[src/rtl/wave_record.sv]
// wave_record: records signed 16-bit PCM into byte-wide sound RAM as a mono
// WAV image (44-byte RIFF header + data), then back-patches the size fields.
module wave_record #(
    parameter int unsigned MEM_BYTES = 131072
) (
    input  logic               I_CLK,
    input  logic               I_RSTn,
    input  logic [3:0]         I_H_CNT,
    input  logic [2:0]         I_CHAN,
    input  logic               I_START,
    input  logic               I_STOP,
    input  logic [2:0]         I_RATE_SEL,
    input  logic               I_BITS16,
    input  logic [16:0]        I_BASE_ADDR,
    input  logic signed [15:0] I_SND,
    output logic [16:0]        O_WR_ADDR,
    output logic [7:0]         O_WR_DATA,
    output logic               O_WR_EN,
    output logic               O_BUSY,
    output logic               O_DONE,
    output logic               O_OVERRUN,
    output logic [16:0]        O_DATA_SIZE
);

    typedef enum logic [2:0] {S_IDLE, S_HDR, S_RUN, S_PATCH, S_DONE} state_t;

    state_t      state_q, state_d;
    logic        start_prev_q;
    logic [16:0] base_q;
    logic [2:0]  rate_sel_q;
    logic        bits16_q;
    logic [11:0] div_cnt_q;
    logic [5:0]  idx_q;
    logic        stop_seen_q;
    logic [15:0] buf_q;
    logic [1:0]  buf_rem_q;
    logic [16:0] size_q;
    logic        overrun_q;
    logic        wr_en_q;
    logic [16:0] wr_addr_q;
    logic [7:0]  wr_data_q;

    logic        start_acc, slot, tick, fit_ok, issue, pending, busy_c, done_c;
    logic [31:0] rate_hz, byte_rate, need, riff_sz, data_sz;
    logic [11:0] div_val;
    logic [16:0] iss_addr;
    logic [7:0]  iss_data;

    function automatic logic [7:0] hdr_byte(input logic [5:0] idx, input logic [31:0] rate,
                                            input logic [31:0] brate, input logic b16);
        logic [7:0] b;
        b = 8'h00;
        case (idx)
            6'd0:  b = 8'h52;  6'd1:  b = 8'h49;  6'd2:  b = 8'h46;  6'd3:  b = 8'h46;
            6'd8:  b = 8'h57;  6'd9:  b = 8'h41;  6'd10: b = 8'h56;  6'd11: b = 8'h45;
            6'd12: b = 8'h66;  6'd13: b = 8'h6D;  6'd14: b = 8'h74;  6'd15: b = 8'h20;
            6'd16: b = 8'h10;  6'd20: b = 8'h01;  6'd22: b = 8'h01;
            6'd24: b = rate[7:0];   6'd25: b = rate[15:8];
            6'd26: b = rate[23:16]; 6'd27: b = rate[31:24];
            6'd28: b = brate[7:0];  6'd29: b = brate[15:8];
            6'd30: b = brate[23:16]; 6'd31: b = brate[31:24];
            6'd32: b = b16 ? 8'd2 : 8'd1;
            6'd34: b = b16 ? 8'd16 : 8'd8;
            6'd36: b = 8'h64;  6'd37: b = 8'h61;  6'd38: b = 8'h74;  6'd39: b = 8'h61;
            default: b = 8'h00;
        endcase
        return b;
    endfunction

    assign start_acc = I_START && !start_prev_q && (state_q == S_IDLE || state_q == S_DONE);
    assign slot      = (I_H_CNT == {I_CHAN, 1'b1});
    assign tick      = (div_cnt_q == div_val - 12'd1);
    assign need      = 32'd44 + {15'd0, size_q} + (bits16_q ? 32'd2 : 32'd1);
    assign fit_ok    = (need <= MEM_BYTES);
    assign riff_sz   = 32'd36 + {15'd0, size_q};
    assign data_sz   = {15'd0, size_q};
    // Back-to-back guard keeps the strobe single-cycle even if H_CNT stalls on our slot.
    assign issue     = slot && pending && !wr_en_q;

    // Rate, divider and byte-rate for the latched rate selection.
    always_comb begin
        rate_hz = 32'd8000;
        div_val = 12'd3000;
        case (rate_sel_q)
            3'd1: begin rate_hz = 32'd11025; div_val = 12'd2177; end
            3'd2: begin rate_hz = 32'd22050; div_val = 12'd1088; end
            3'd3: begin rate_hz = 32'd32000; div_val = 12'd750;  end
            3'd4: begin rate_hz = 32'd44100; div_val = 12'd544;  end
            3'd5: begin rate_hz = 32'd48000; div_val = 12'd500;  end
            default: begin rate_hz = 32'd8000; div_val = 12'd3000; end
        endcase
        byte_rate = bits16_q ? {rate_hz[30:0], 1'b0} : rate_hz;
    end

    // State register.
    always_ff @(posedge I_CLK or negedge I_RSTn) begin
        if (!I_RSTn) state_q <= S_IDLE;
        else         state_q <= state_d;
    end

    // Next-state logic.
    always_comb begin
        state_d = state_q;
        case (state_q)
            S_IDLE, S_DONE: if (start_acc) state_d = S_HDR;
            S_HDR:   if (issue && idx_q == 6'd43) state_d = (stop_seen_q || I_STOP) ? S_PATCH : S_RUN;
            S_RUN:   if (buf_rem_q == 2'd0 && (I_STOP || (tick && !fit_ok))) state_d = S_PATCH;
            S_PATCH: if (issue && idx_q == 6'd7) state_d = S_DONE;
            default: state_d = S_IDLE;
        endcase
    end

    // Status outputs and the pending byte (address/data) for the next write slot.
    always_comb begin
        busy_c   = 1'b0;
        done_c   = 1'b0;
        pending  = 1'b0;
        iss_addr = '0;
        iss_data = '0;
        case (state_q)
            S_HDR: begin
                busy_c   = 1'b1;
                pending  = 1'b1;
                iss_addr = base_q + {11'd0, idx_q};
                iss_data = hdr_byte(idx_q, rate_hz, byte_rate, bits16_q);
            end
            S_RUN: begin
                busy_c   = 1'b1;
                pending  = (buf_rem_q != 2'd0);
                iss_addr = base_q + 17'd44 + size_q;
                if (bits16_q) iss_data = (buf_rem_q == 2'd2) ? buf_q[7:0] : buf_q[15:8];
                else          iss_data = buf_q[15:8] ^ 8'h80;
            end
            S_PATCH: begin
                busy_c   = 1'b1;
                pending  = 1'b1;
                iss_addr = base_q + (idx_q[2] ? 17'd36 : 17'd4) + {11'd0, idx_q};
                case (idx_q[1:0])
                    2'd0: iss_data = idx_q[2] ? data_sz[7:0]   : riff_sz[7:0];
                    2'd1: iss_data = idx_q[2] ? data_sz[15:8]  : riff_sz[15:8];
                    2'd2: iss_data = idx_q[2] ? data_sz[23:16] : riff_sz[23:16];
                    default: iss_data = idx_q[2] ? data_sz[31:24] : riff_sz[31:24];
                endcase
            end
            S_DONE: done_c = 1'b1;
            default: ;
        endcase
    end

    // Datapath: start latch, divider, byte counters, sample buffer and write port.
    always_ff @(posedge I_CLK or negedge I_RSTn) begin
        if (!I_RSTn) begin
            start_prev_q <= 1'b0;
            base_q       <= '0;
            rate_sel_q   <= '0;
            bits16_q     <= 1'b0;
            div_cnt_q    <= '0;
            idx_q        <= '0;
            stop_seen_q  <= 1'b0;
            buf_q        <= '0;
            buf_rem_q    <= '0;
            size_q       <= '0;
            overrun_q    <= 1'b0;
            wr_en_q      <= 1'b0;
            wr_addr_q    <= '0;
            wr_data_q    <= '0;
        end else begin
            start_prev_q <= I_START;
            wr_en_q      <= issue;
            if (issue) begin
                wr_addr_q <= iss_addr;
                wr_data_q <= iss_data;
            end
            if (start_acc) begin
                base_q      <= I_BASE_ADDR;
                rate_sel_q  <= I_RATE_SEL;
                bits16_q    <= I_BITS16;
                div_cnt_q   <= '0;
                idx_q       <= '0;
                stop_seen_q <= 1'b0;
                buf_q       <= '0;
                buf_rem_q   <= '0;
                size_q      <= '0;
                overrun_q   <= 1'b0;
            end else begin
                if (state_q == S_HDR || state_q == S_RUN)
                    div_cnt_q <= tick ? '0 : div_cnt_q + 12'd1;
                case (state_q)
                    S_HDR: begin
                        if (I_STOP) stop_seen_q <= 1'b1;
                        if (issue) idx_q <= (idx_q == 6'd43) ? '0 : idx_q + 6'd1;
                    end
                    S_RUN: begin
                        if (issue) begin
                            size_q    <= size_q + 17'd1;
                            buf_rem_q <= buf_rem_q - 2'd1;
                        end
                        if (tick && !I_STOP) begin
                            if (buf_rem_q != 2'd0) overrun_q <= 1'b1;
                            else if (fit_ok) begin
                                buf_q     <= I_SND;
                                buf_rem_q <= bits16_q ? 2'd2 : 2'd1;
                            end
                        end
                    end
                    S_PATCH: if (issue) idx_q <= idx_q + 6'd1;
                    default: ;
                endcase
            end
        end
    end

    assign O_WR_ADDR   = wr_addr_q;
    assign O_WR_DATA   = wr_data_q;
    assign O_WR_EN     = wr_en_q;
    assign O_BUSY      = busy_c;
    assign O_DONE      = done_c;
    assign O_OVERRUN   = overrun_q;
    assign O_DATA_SIZE = size_q;

endmodule

[config.mk]
export PLATFORM = sky130hd
export DESIGN_NAME = wave_record
export DESIGN_NICKNAME = d
export VERILOG_FILES = /design/src/rtl/wave_record.sv
export SDC_FILE = /design/constraint.sdc
export NUM_CORES = 1
export LEC_CHECK = 0
export CAP_MARGIN = 20
export CORE_ASPECT_RATIO = 1.4
export CORE_MARGIN = 4
export CORE_UTILIZATION = 50
export DETAILED_ROUTE_END_ITERATION = 10
export PLACE_DENSITY = 0.72
export SLEW_MARGIN = 20
export SYNTH_ARGS = -nofsm -noshare
export SYNTH_HDL_FRONTEND = slang
export SYNTH_SLANG_ARGS = --single-unit
[constraint.sdc]
create_clock -name I_CLK -period 4.95 [get_ports I_CLK]
set_input_delay 0.7425 -clock I_CLK [delete_from_list [all_inputs] [get_ports I_CLK]]
set_output_delay 0.7425 -clock I_CLK [all_outputs]
set_load 0.02 [all_outputs]
# Word level (Yosys, flattened, before mapping)
# Cells that the tools add are included.
# op_classes
magnitude_cmp	1
bitwise	1
n_reduce_logical	44
mux	55
eq_ne	51
addsub	13
# op_table
op	n
8-bit case mux with 25 select lines	1
16-bit 2-to-1 mux	5
16-bit case mux with 5 select lines	1
6-bit by 5-bit == test with 1-bit output, second input constant	11
12-bit case mux with 5 select lines	1
17-bit by 6-bit adder with 17-bit output	3
17-bit 2-to-1 mux	3
17-bit case mux with 3 select lines	1
6-bit by 4-bit == test with 1-bit output, second input constant	8
8-bit case mux with 3 select lines	2
6-bit == test, second input constant	7
6-bit by 17-bit adder with 18-bit output, first input constant	2
12-bit 2-to-1 mux	3
32-bit 2-to-1 mux	1
8-bit 2-to-1 mux	4
6-bit 2-to-1 mux	5
2-bit 2-to-1 mux	10
18-bit by 2-bit adder with 19-bit output	1
19-bit by 18-bit less-or-equal comparator with 1-bit output, second input constant	1
2-bit nonzero test	9
17-bit by 1-bit adder with 17-bit output, second input constant	1
17-bit adder	1
17-bit by 6-bit adder with 17-bit output, second input constant	1
12-bit by 1-bit adder with 12-bit output, second input constant	1
34 further kinds	82
# totals
input_bits	48
out_inout_bits	46
word_cells	180
reg_bits	106

# Longest topological paths before layout
# logic_depth
depth_word	11
depth_mapped	15

# Worst setup path before layout
# No wires, ideal clock.
# synth_path
path_kind	register -> register
start	register rate_sel_q[2]
end	register buf_rem_q[0]
stages_incl_launch_ff	15
path_slack_ns	1.431
setup_time_ns	0.121
n_path_buf	3
arrival_ns	3.398
t_required_ns	4.829
path_cell_list	dfrtp_1 buf_2 buf_2 nor3b_1 inv_1 ha_1 or4b_1 a21oi_1 a31oi_1 o221a_1 or4_4 a2111oi_4 buf_6 o22ai_1 a22o_1
# synth_between
elab_chain_len	8
elab_cells_between_ends	12
classes_between	1 x add/sub; 6 x eq/ne; 4 x mux; 1 x reduce/logical
# synth_lines
item	line_no	text
from (decl)	30	logic [2:0] rate_sel_q;
from (signal assigned)	155	rate_sel_q <= '0;
from (signal assigned)	176	rate_sel_q <= I_RATE_SEL;
3-bit == test, or another cell as far along	84	case (rate_sel_q)
12-bit case mux with 5 select lines (*)	84	
12-bit by 1-bit subtractor with 12-bit output (*)	72	assign tick = (div_cnt_q == div_val - 12'd1);
12-bit == test (*)	72	
1-bit logical AND (*)	198	if (tick && !I_STOP) begin
2-bit 2-to-1 mux (*)	198	
2-bit 2-to-1 mux (*)	188	case (state_q)
2-bit 2-to-1 mux (*)	174	if (start_acc) begin
to (signal assigned)	196	buf_rem_q <= buf_rem_q - 2'd1;
to (signal assigned)	202	buf_rem_q <= bits16_q ? 2'd2 : 2'd1;
to (decl)	36	logic [1:0] buf_rem_q;
# Every way passes the cells marked *; elsewhere a longest branch is shown, timed or not. The select of a mux whose other input is x is not followed.
# A chain may end at the register's enable or synchronous reset.

# Worst setup path after layout
# layout_path
start	register rate_sel_q[2]
end	register buf_q[8]
# layout_between
elab_chain_len	7
elab_cells_between_ends	11
classes_between	1 x add/sub; 6 x eq/ne; 1 x mux; 3 x reduce/logical
# layout_lines
item	line_no	text
3-bit == test, or another cell as far along	84	
12-bit case mux with 5 select lines (*)	84	
12-bit by 1-bit subtractor with 12-bit output (*)	72	
12-bit == test (*)	72	
1-bit logical AND (*)	198	
2-bit nonzero test (no line) (*)	n/a	
4-bit AND reduction (no line) (*)	n/a	
to (signal assigned)	160	buf_q <= '0;
to (signal assigned)	181	buf_q <= '0;
to (signal assigned)	201	buf_q <= I_SND;
to (decl)	35	logic [15:0] buf_q;
# Every way passes the cells marked *; elsewhere a longest branch is shown, timed or not.

==> summary.log <==
[run_status] run status finished clean
[floorplan] effective utilization at floorplan 50.9%
[critical_path] reg2reg start rate_sel_q[2]
[sta] headroom to the max-slew limit 35.3%
[synth] synth unique cells 83
[clock_tree] clock buffer count from CTS 9
[global_route] global-route wire length before repair 42,200 µm
[power] switching power as a share of total power 42.6%
[route] final WL 25,600 µm
[sta] Final Hold Slack 0.478 ns
[flow_run] max-capacitance violation count 0
[place] number of buffers inserted by port buffering 93
[route] Via-to-Cell Ratio 6.05
[floorplan] core box area 16,700 µm²
[critical_path] category of the most critical setup path reg2reg
[sta] number of pins exceeding their max-slew limit in the final report 0
[critical_path] data arrival time of the critical path 4.16 ns
[floorplan] vertical die dimension 163 µm
[route] routed wire length per instance 19.2 µm
[route] total via count after detailed routing 8,056
[sta] final critical delay including setup and external delays 3.92 ns
[global_route] gr usage total 27.1%
[sta] final hold violation count 0
[place] placer congestion estimate 0.966
[layout] filler-free cell count of the finished design 1,331
[layout] fraction of final layout cells sized beyond drive strength 1 5.14%
[clock_tree] buffer levels on the longest clock path 2
[critical_path] startpoint types flip-flop
[critical_path] worst-case register-to-register setup slack 1.03 ns
[clock_tree] Sinks on Clock Net 106
[global_route] largest net degree at the start of global routing 74
[floorplan] Die Area 19,200 µm²
[clock_tree] insertion delay of the later-clocked pin in the worst-skew pair 0.37 ns
[hold_path] instance count along the most critical hold path 1
[hold_path] Hold EP O_WR_ADDR[13]
[floorplan] Chip Width 118 µm
[layout] Inserted Diodes 0
[clock_tree] number of buffers added to fix hold violations after cts 0
[power] combinational share of power 46.1%
[sta] final clock skew 0.0106 ns
[layout] final-stage net count 1,235
[synth] Yosys Warn Count 0
[critical_path] kind of capture point of the worst setup path flip-flop
[place] DP Wirelength 19,200 µm
[clock_tree] Clk pin slew, worst setup/hold paths 0.08 ns
[route] DRC violations left 0
[synth] cell area after technology mapping 8530 µm²
[critical_path] maximum fanout along the worst path 25
[clock_tree] H-tree levels 3
[hold_path] hold path startpoint O_WR_ADDR[13]
[critical_path] Crit path required time 5.19 ns
[global_route] initial antenna violation count 0
[sta] share of the clock period used by the worst path 79.3%
[sta] setup repair after global routing missed its margin false
[route] Final ANT Viol Nets 0
[clock_tree] quantity of gates resized following cts 0
[synth] fraction of registers with async set/reset 100%
[floorplan] I/O pins 94
[place] dpl cell area 9550 µm²
[synth] average size of a mapped cell 7.94 µm²
[clock_tree] TritonCTS clock tree yes
[hold_path] hold crit path type reg2reg
[synth] Primary FF master, synth dfrtp_1
[power] switching component of the power 1.62 mW
[global_route] overflow left after global routing 0
[power] proportion of power drawn by the clock network 19.6%
[synth] number of synthesized register bits 106
[global_route] via count of the first global-routing pass 7,948
[synth] fraction of the yosys area taken by sequential cells 31.1%
[power] design internal power 2.18 mW
[power] leak pwr 4.26 nW
[layout] signed area change from the synthesized netlist to the final layout 15.5%
[critical_path] r2r worst-path depth 11
[power] power per unit of standard cell area 386 nW/µm²
[sta] fmax 0.255 GHz
[sta] transition time of the tightest slew-check pin 0.971 ns
[synth] Synth Net Count 1,186
[sta] final setup violation count 0
[critical_path] endpoint of the worst-slack reg-to-reg timing path buf_q[8]
[sta] setup_tns 0 ns
[route] Pre-Repair DR Iteration Count 5
[synth] number of synthesized flops with an enable pin 0
[layout] cell area after layout 9850 µm²
[clock_tree] Root Driver clkbuf_16
[sta] worst path setup slack after routing 1.03 ns
[clock_tree] number of buffers inserted by post-CTS setup repair 0
[power] worst-case vdd ir drop 0.213 mV
[synth] cell count after synthesis 1,074
[place] pre-CTS setup slack 1.04 ns
[route] initial detailed-routing violation count 555
[power] register share of total power 34.3%
[floorplan] number of core rows 56
[place] cell total after placement 1,315
## placed cells by master, fill, tap and decap left out, types with 5 or more instances in the layout
master,synthesis,final
a2111oi_0,5,5
a211oi_1,9,9
a21o_1,12,12
a21oi_1,60,60
a221oi_1,7,7
a22o_1,6,6
a22oi_1,8,8
a31oi_1,20,20
and3_1,10,10
buf_4,2,20
clkbuf_16,0,9
clkdlybuf4s50_1,0,92
dfrtp_1,106,106
fa_1,7,7
ha_1,57,57
inv_1,39,39
mux2i_1,12,12
nand2_1,167,167
nand2b_1,18,18
nand3_1,43,43
nand3b_1,5,5
nand4_1,14,14
nor2_1,91,91
nor2b_1,13,13
nor3_1,23,23
nor3b_1,6,6
o211ai_1,8,8
o21ai_0,82,82
o22ai_1,13,13
or2_2,6,6
or3_1,6,6
xnor2_1,44,44
xor2_1,25,25
## synth_stat cells (all sizes together) (3+ instances only)
cell type / instances / share of area (%)
nor2b: 13 / 0.95
fa: 7 / 1.6
o22ai: 13 / 0.95
nor3b: 6 / 0.53
and2: 5 / 0.38
o211ai: 8 / 0.70
mux2: 4 / 0.53
nand3: 43 / 2.5
dfrtp: 106 / 31
a2111oi: 7 / 1.0
mux2i: 12 / 1.4
or4b: 3 / 0.35
xnor2: 44 / 4.5
clkbuf: 53 / 2.3
ha: 57 / 8.4
a31oi: 20 / 1.5
a22oi: 8 / 0.70
or3b: 4 / 0.41
nor3: 24 / 1.5
a211oi: 9 / 0.79
nor2: 91 / 4.0
xor2: 25 / 2.6
inv: 40 / 1.8
o31ai: 4 / 0.35
a221oi: 7 / 0.72
o41ai: 4 / 0.41
a21oi: 60 / 3.5
a21o: 12 / 1.1
o21ai: 85 / 5.0
nand4: 14 / 1.0
buf: 21 / 1.3
a22o: 6 / 0.62
nand3b: 5 / 0.44
a222oi: 3 / 0.35
or2: 6 / 0.44
or3: 6 / 0.44
and3: 10 / 0.73
nand2: 167 / 7.3
nand2b: 18 / 1.3
nor4: 4 / 0.29
## metal layers
layer | share of wire [%] | GRT usage, % | up-vias
li1 | - | - | 3898
met5 | 0 | 0 | -
met1 | 40 | 31.9 | 3870
met2 | 53 | 49.3 | 216
met4 | 4.4 | 13.4 | 0
met3 | 3.3 | 2.64 | 72
## how the worst max path moves through the flow
stage	slack (ns)	from	endpoint
2_1_floorplan	1.43	rate_sel_q[2]	buf_rem_q[0]
3_3_place_gp	1.11	rate_sel_q[2]	buf_q[11]
3_5_place_dp	1.04	rate_sel_q[2]	buf_q[8]
4_1_cts	1.00	rate_sel_q[2]	buf_q[8]
5_1_grt	0.68	rate_sel_q[2]	buf_q[2]
6_report	1.03	rate_sel_q[2]	buf_q[8]
## worst max-delay path, stage by stage, from the launching register on
cell       delay (ns)
dfrtp_1          0.62
nor3b_1          0.41
inv_1            0.08
ha_1             0.28
or4b_1           0.48
a21oi_1          0.16
a31oi_1          0.05
o221a_1          0.27
or4_4            0.55
a2111oi_4        0.37
and2_2           0.38
o21ai_0          0.14
## power groups by stage
stage | Combinational (mW) | Sequential (mW) | Clock [mW]
floorplan | 1.15 | 1.30 | 0
global placement | 1.73 | 1.31 | 0
detailed placement | 1.74 | 1.32 | 0
CTS | 1.75 | 1.30 | 0.759
global route | 1.94 | 1.34 | 0.799
finish | 1.75 | 1.30 | 0.747
## flip-flops by register name, summed over array words and instances (netlist names)
signal,count
div_cnt_q,12
start_prev_q,1
O_DATA_SIZE,17
O_WR_DATA,8
base_q,17
idx_q,6
O_WR_ADDR,17
state_q,3
stop_seen_q,1
O_WR_EN,1
buf_q,16
buf_rem_q,2
rate_sel_q,3
O_OVERRUN,1
bits16_q,1
## metrics by stage
| step | power (mW) | utilization, % |
|---|---|---|
| final | 3.81 | 58.8 |
| after global routing | 4.08 | 58.8 |
| after CTS | 3.81 | 58.8 |
| after detailed placement | 3.06 | 57.0 |
| after global placement | 3.04 | 57.0 |
| after floorplan | 2.45 | - |
## area by class of cell
class,count,area [µm²]
clock buffers,9,225
well taps,203,254
multi-input cells,852,5410
fillers,1595,6890
repair buffers,112,1070
inverters,42,158
clock inverters,7,80.1
flip-flops and latches,106,2650
## cells by family (layout without fill, tap and decap cells)
logic type	after synthesis	after routing	synth area share [%]
fa+ha+maj	64	64	10.0
simple gates	428	428	23.6
buf+inv	116	170	5.46
compound gates	275	275	20.8
xor+xnor	69	69	7.09
flops	106	106	31.1
mux	16	16	1.94
Note: power is estimated with default switching activity, not from simulation.
